**src/rtl/cpu_pkg.sv**
```systemverilog
// Shared definitions for the instruction fetch controller.
//   DATA_W / ADDR_W / DEPTH : instruction memory geometry
//   LEN_W                   : width of a program length (0..DEPTH)
//   state_t                 : controller state encoding
//   mem_req_t               : registered memory-side request (strobes, pointer, data)
package cpu_pkg;
  localparam int DATA_W = 26;
  localparam int ADDR_W = 4;
  localparam int DEPTH  = 10;
  localparam int LEN_W  = ADDR_W + 1;

  typedef enum logic [2:0] {IDLE, LOAD, FETCH, WAIT, HOLD, DONE} state_t;

  typedef struct packed {
    logic              write;
    logic              read;
    logic [ADDR_W-1:0] pointer;
    logic [DATA_W-1:0] wdata;
  } mem_req_t;
endpackage

```
**src/rtl/fetch_pc.sv**
```systemverilog
// Program counter for the fetch controller.
//   pc_clr       : force pc to 0 (start of run)
//   pc_load      : take next_pc (accepted handshake that continues the run)
//   jump_valid/jump_addr : redirect for the current handshake
//   prog_len     : number of loaded words
//   next_pc      : jump target or pc+1
//   out_of_range : next_pc >= prog_len (program ends)
//   jump_err     : jump requested to a target >= prog_len
module fetch_pc
  import cpu_pkg::*;
(
  input  logic              clk,
  input  logic              rst,
  input  logic              pc_clr,
  input  logic              pc_load,
  input  logic              jump_valid,
  input  logic [ADDR_W-1:0] jump_addr,
  input  logic [LEN_W-1:0]  prog_len,
  output logic [ADDR_W-1:0] next_pc,
  output logic              out_of_range,
  output logic              jump_err
);
  logic [ADDR_W-1:0] pc_q, pc_d;
  logic [LEN_W-1:0]  next_ext;

  // Compare at LEN_W so pc+1 at the last word cannot wrap below prog_len.
  always_comb begin
    next_ext     = jump_valid ? LEN_W'(jump_addr) : LEN_W'(pc_q) + LEN_W'(1);
    jump_err     = jump_valid && (LEN_W'(jump_addr) >= prog_len);
    out_of_range = next_ext >= prog_len;
    next_pc      = next_ext[ADDR_W-1:0];
    pc_d         = pc_q;
    if (pc_clr)       pc_d = '0;
    else if (pc_load) pc_d = next_pc;
  end

  always_ff @(posedge clk or posedge rst) begin
    if (rst) pc_q <= '0;
    else     pc_q <= pc_d;
  end
endmodule

```
**src/rtl/instr_fetch_ctrl.sv**
```systemverilog
// Instruction fetch controller: loads a program into the instruction memory
// and then fetches it (sequentially or via jumps) to the decoder.
//   clk, reset                    : clock, async active-high reset
//   load_req/load_valid/load_last/load_data : loader stream
//   run                           : start / keep running (level)
//   jump_valid/jump_addr          : redirect, sampled on decoder handshake
//   instr/instr_valid/instr_ready : decoder handshake
//   busy/done/addr_err            : status (addr_err sticky until reset)
//   mem_pointer/mem_write/mem_read/mem_wdata/mem_rdata : memory port
module instr_fetch_ctrl
  import cpu_pkg::*;
(
  input  logic              clk,
  input  logic              reset,
  input  logic              load_req,
  input  logic              load_valid,
  input  logic              load_last,
  input  logic [DATA_W-1:0] load_data,
  input  logic              run,
  input  logic              jump_valid,
  input  logic [ADDR_W-1:0] jump_addr,
  output logic [DATA_W-1:0] instr,
  output logic              instr_valid,
  input  logic              instr_ready,
  output logic              busy,
  output logic              done,
  output logic              addr_err,
  output logic [ADDR_W-1:0] mem_pointer,
  output logic              mem_write,
  output logic              mem_read,
  output logic [DATA_W-1:0] mem_wdata,
  input  logic [DATA_W-1:0] mem_rdata
);
  state_t            state_q, state_d;
  logic [ADDR_W-1:0] ld_ptr_q, ld_ptr_d;
  logic [LEN_W-1:0]  prog_len_q, prog_len_d;
  logic [DATA_W-1:0] instr_q, instr_d;
  logic              instr_valid_q, instr_valid_d;
  logic              addr_err_q, addr_err_d;
  logic              busy_q, busy_d;
  logic              done_q, done_d;
  mem_req_t          mem_q, mem_d;

  logic              pc_clr, pc_load;
  logic [ADDR_W-1:0] next_pc;
  logic              out_of_range, jump_err;

  fetch_pc u_pc (
    .clk          (clk),
    .rst          (reset),
    .pc_clr       (pc_clr),
    .pc_load      (pc_load),
    .jump_valid   (jump_valid),
    .jump_addr    (jump_addr),
    .prog_len     (prog_len_q),
    .next_pc      (next_pc),
    .out_of_range (out_of_range),
    .jump_err     (jump_err)
  );

  always_comb begin
    state_d       = state_q;
    ld_ptr_d      = ld_ptr_q;
    prog_len_d    = prog_len_q;
    instr_d       = instr_q;
    instr_valid_d = instr_valid_q;
    addr_err_d    = addr_err_q;
    mem_d         = mem_q;
    mem_d.write   = 1'b0;  // strobes are single-cycle pulses
    mem_d.read    = 1'b0;
    pc_clr        = 1'b0;
    pc_load       = 1'b0;

    case (state_q)
      IDLE: begin
        if (load_req) begin
          state_d  = LOAD;
          ld_ptr_d = '0;
        end else if (run) begin
          if (prog_len_q == '0) begin
            state_d = DONE;
          end else begin
            state_d       = FETCH;
            pc_clr        = 1'b1;
            mem_d.read    = 1'b1;
            mem_d.pointer = '0;
          end
        end
      end
      LOAD: begin
        if (load_valid) begin
          mem_d.write   = 1'b1;
          mem_d.pointer = ld_ptr_q;
          mem_d.wdata   = load_data;
          ld_ptr_d      = ld_ptr_q + ADDR_W'(1);
          // Leaving on the last physical word means a later load_valid can
          // never reach the memory, so the pointer never wraps.
          if (load_last || ld_ptr_q == ADDR_W'(DEPTH - 1)) begin
            state_d    = IDLE;
            prog_len_d = LEN_W'(ld_ptr_q) + LEN_W'(1);
          end
        end
      end
      FETCH: state_d = WAIT;
      WAIT: begin
        instr_d       = mem_rdata;
        instr_valid_d = 1'b1;
        state_d       = HOLD;
      end
      HOLD: begin
        if (instr_ready) begin
          instr_valid_d = 1'b0;
          if (jump_err) begin
            addr_err_d = 1'b1;
            state_d    = DONE;
          end else if (out_of_range) begin
            state_d = DONE;
          end else begin
            pc_load       = 1'b1;
            state_d       = FETCH;
            mem_d.read    = 1'b1;
            mem_d.pointer = next_pc;
          end
        end
      end
      DONE: if (!run) state_d = IDLE;
      default: state_d = IDLE;
    endcase

    busy_d = (state_d != IDLE);
    done_d = (state_d == DONE);
  end

  always_ff @(posedge clk or posedge reset) begin
    if (reset) begin
      state_q       <= IDLE;
      ld_ptr_q      <= '0;
      prog_len_q    <= '0;
      instr_q       <= '0;
      instr_valid_q <= 1'b0;
      addr_err_q    <= 1'b0;
      busy_q        <= 1'b0;
      done_q        <= 1'b0;
      mem_q         <= '0;
    end else begin
      state_q       <= state_d;
      ld_ptr_q      <= ld_ptr_d;
      prog_len_q    <= prog_len_d;
      instr_q       <= instr_d;
      instr_valid_q <= instr_valid_d;
      addr_err_q    <= addr_err_d;
      busy_q        <= busy_d;
      done_q        <= done_d;
      mem_q         <= mem_d;
    end
  end

  assign instr       = instr_q;
  assign instr_valid = instr_valid_q;
  assign busy        = busy_q;
  assign done        = done_q;
  assign addr_err    = addr_err_q;
  assign mem_pointer = mem_q.pointer;
  assign mem_write   = mem_q.write;
  assign mem_read    = mem_q.read;
  assign mem_wdata   = mem_q.wdata;
endmodule

```
**config.mk**
```make
export PLATFORM = sky130hd
export DESIGN_NAME = instr_fetch_ctrl
export DESIGN_NICKNAME = d
export VERILOG_FILES = /design/src/rtl/cpu_pkg.sv /design/src/rtl/fetch_pc.sv /design/src/rtl/instr_fetch_ctrl.sv
export SDC_FILE = /design/constraint.sdc
export NUM_CORES = 1
export LEC_CHECK = 0
export ABC_AREA = 1
export BUFFER_PORTS_ARGS = -buffer_cell sky130_fd_sc_hd__buf_4
export CAP_MARGIN = 20
export CELL_PAD_IN_SITES_DETAIL_PLACEMENT = 1
export CELL_PAD_IN_SITES_GLOBAL_PLACEMENT = 2
export CORE_MARGIN = 2
export CORE_UTILIZATION = 29
export CTS_CLUSTER_SIZE = 24
export DETAILED_ROUTE_END_ITERATION = 10
export GPL_TIMING_DRIVEN = 0
export PLACE_DENSITY_LB_ADDON = 0.1
export SLEW_MARGIN = 20
export SYNTH_ARGS = -nofsm -noshare
export SYNTH_HDL_FRONTEND = slang
export SYNTH_SLANG_ARGS = --single-unit
export TNS_END_PERCENT = 5
```
**constraint.sdc**
```tcl
create_clock -name clk -period 2.6 [get_ports clk]
set_input_delay 0.26 -clock clk [delete_from_list [all_inputs] [get_ports clk]]
set_output_delay 0.26 -clock clk [all_outputs]
set_load 0.005 [all_outputs]
```
==> impl_metrics.env <==
export IMPL_drt_total_wl_um=9540
export IMPL_num_rows=40
export IMPL_p_comb_frac=0.406
export IMPL_critPathCaptureType="flip-flop"
export IMPL_syn_nets=458
export IMPL_r2r_start="u_pc.pc_q[0]"
export IMPL_postCtsHoldBufs=1
export IMPL_worst_pin_slew_ps=496
export IMPL_routed_via_density=4.44
export IMPL_hold_path_class="input pin to flip-flop"
export IMPL_dp_hpwl_um=7340
export IMPL_maxSlewHeadroom=0.666
export IMPL_wire_per_inst_um=14.2
export IMPL_reg2reg_to="busy"
export IMPL_pwr_density_cell_nw_per_um2=1140
export IMPL_synthXorXnorAreaFrac=0.00245
export IMPL_vias=2982
export IMPL_postRouteAntennaNets=0
export IMPL_status="complete, no violations"
export IMPL_finalSetupViolations=0
export IMPL_drive_gt1_frac=0.350
export IMPL_worst_setup_path_type="flip-flop to flip-flop"
export IMPL_synth_seq_cells=78
export IMPL_peakVddDrop_mv=0.392
export IMPL_max_cap_violations=0
export IMPL_p_int_mw=3.80
export IMPL_pwr_share_clk=0.235
export IMPL_drtPass1Iterations=4
export IMPL_pre_cts_ws_ps=277
export IMPL_syn_cell_area_um2=3580
export IMPL_root_buffer="clkbuf_16"
export IMPL_h_tree_depth=3
export IMPL_grt_pass1_vias=3170
export IMPL_clock_sinks=78
export IMPL_synth_top_family_by_area="simple AND/OR/NAND/NOR gates"
export IMPL_synth_compound_area_frac=0.0336
export IMPL_io_pins=126
export IMPL_mostFrequentLayoutCells="nand2_1, buf_4, dfrtp_1"
export IMPL_synth_top_area_cell="dfrtp_1"
export IMPL_ys_warn_count=0
export IMPL_swShare=0.340
export IMPL_dieArea_um2=13200
export IMPL_synth_area_per_cell_um2=9.36
export IMPL_p_leak_nw=2.69
export IMPL_p_switching_mw=1.96
export IMPL_overflow=0
export IMPL_fmax_mhz=442
export IMPL_synthAdderAreaFrac=0.0420
export IMPL_cts_resized=0
export IMPL_path_max_fanout=4
export IMPL_clk_path_buf_depth=2
export IMPL_grt_usage=0.153
export IMPL_synthSimpleGateAreaFrac=0.233
export IMPL_fin_util=0.421
export IMPL_numCtsBuffers=9
export IMPL_num_nets_final=596
export IMPL_area_growth_pct=41.3
export IMPL_diodes=0
export IMPL_fin_skew_ps=7.19
export IMPL_rsz0062_at_grt="no"
export IMPL_cp_arrival_ps=2480
export IMPL_core_um2=12000
export IMPL_post_cts_buffers=0
export IMPL_crit_path_end="busy"
export IMPL_fin_crit_ps=2260
export IMPL_clk_pin_slew_ps=60
export IMPL_synth_top_area_frac=0.546
export IMPL_dieWidth_um=115
export IMPL_maxSlewViolCount=0
export IMPL_synthMuxAreaShare=0.0818
export IMPL_finalInstanceArea_um2=5050
export IMPL_initial_core_util=0.298
export IMPL_place_area_um2=4730
export IMPL_critPathLaunch="u_pc.pc_q[0]"
export IMPL_yosysSeqAreaShare=0.546
export IMPL_yosysUniqueCellTypes=27
export IMPL_synthTopCellsByArea="dfrtp_1, nand2_1, mux2_2"
export IMPL_cp_start_kind="flip-flop"
export IMPL_die_h_um=115
export IMPL_cts_tree="yes"
export IMPL_cp_required_ps=2820
export IMPL_seqPwrFrac=0.359
export IMPL_grt_first_pass_wirelength_um=15500
export IMPL_final_hold_viol_count=0
export IMPL_setup_slack_ps=340
export IMPL_clock_latency_ps=330
export IMPL_io_buffer_count=125
export IMPL_timing_final_crit_share=0.869
export IMPL_syn_inst=382
export IMPL_first_iter_violations=92
export IMPL_rr_worst_depth=14
export IMPL_whs_ps=115
export IMPL_layout_commonest_cell="nand2_1"
export IMPL_grt_max_degree=44
export IMPL_gp_congestion=0.787
export IMPL_layoutNonFillerInstCount=672
export IMPL_antenna_found_initial=0
export IMPL_rrSetupSlack_ps=340
export IMPL_dp_cells=655
export IMPL_drc_errors=0
[cell type report]
class	count	area (µm²)
plain buffers	8	75.1
clock buffers	11	233
clock inverters	5	82.6
fillers	1421	6960
inverters	39	149
multi-input cells	257	1400
flip-flops and latches	78	1950
well taps	147	184
repair buffers	127	976
[sequential cells by signal, summed over array words and instances, names as in the netlist]
name,cells
mem_write,1
prog_len_q,5
state_q,3
mem_pointer,4
done,1
addr_err,1
ld_ptr_q,4
busy,1
instr_valid,1
mem_read,1
u_pc.pc_q,4
mem_wdata,26
instr,26
[cell families (layout without fill, tap and decap cells)]
group,count (synthesis),after routing
simple gates,197,197
xor+xnor,1,1
buf+inv,47,190
flops,78,78
fa+ha+maj,12,12
mux,26,26
compound gates,21,21
[per-layer routing]
layer,share of wire,GRT usage,vias up
met1,0.44,0.190,1405
met5,0,0,-
met4,0.016,0.0643,0
met3,0.075,0.0527,12
li1,-,-,1485
met2,0.47,0.243,80
[cells in the mapped netlist]
| master | count |
|---|---|
| nand4_1 | 3 |
| nor3_1 | 2 |
| buf_6 | 6 |
| dfrtp_1 | 78 |
| nor3_4 | 1 |
| xor2_1 | 1 |
| nand3_1 | 16 |
| nand2_4 | 2 |
| nand3_2 | 1 |
| o21bai_1 | 1 |
| a21oi_4 | 1 |
| clkbuf_1 | 2 |
| inv_1 | 35 |
| nand3b_1 | 1 |
| mux2_2 | 22 |
| inv_2 | 4 |
| ha_1 | 12 |
| o21ai_0 | 12 |
| nand2_1 | 140 |
| nor2_4 | 2 |
| a21oi_1 | 3 |
| nand2_2 | 1 |
| a31oi_1 | 1 |
| nor2_2 | 3 |
| o21ai_1 | 3 |
| mux2_1 | 4 |
| nor2_1 | 25 |
[power groups by stage]
stage	logic (mW)	clock network, mW	registers [mW]
2_1_floorplan	1.22	0	2.09
3_3_place_gp	2.35	0	2.07
3_5_place_dp	2.40	0	2.09
4_1_cts	2.41	1.40	2.08
5_1_grt	2.64	1.46	2.15
6_report	2.34	1.35	2.07
[stage by stage]
step,TNS [ps],power (mW)
floorplan,0,3.31
global placement,-61800,4.42
detailed placement,0,4.49
CTS,0,5.89
global route,0,6.25
finish,0,5.76
[how the worst min path moves through the flow]
stage / startpoint / slack [ps] / to / cells past startpoint
floorplan: load_data[0] / 370 / mem_wdata[0] / 2
global placement: load_data[15] / 450 / mem_wdata[15] / 3
detailed placement: reset / 330 / instr[19] / 2
CTS: load_data[6] / 100 / mem_wdata[6] / 3
global route: load_data[6] / 110 / mem_wdata[6] / 3
finish: load_data[23] / 110 / mem_wdata[23] / 3
[critical path: stages, from the launching register on]
cell and delay [ps]:
dfrtp_1 400, ha_1 280, inv_1 30, o21ai_0 240
ha_1 290, nand2_1 60, inv_1 30, nand2_1 50
nand2_1 60, a21oi_1 210, nand2_1 110, nand2_1 120
nand2_1 100, nor2_1 100, nand2_1 60
(Power assumes the default switching activity.)
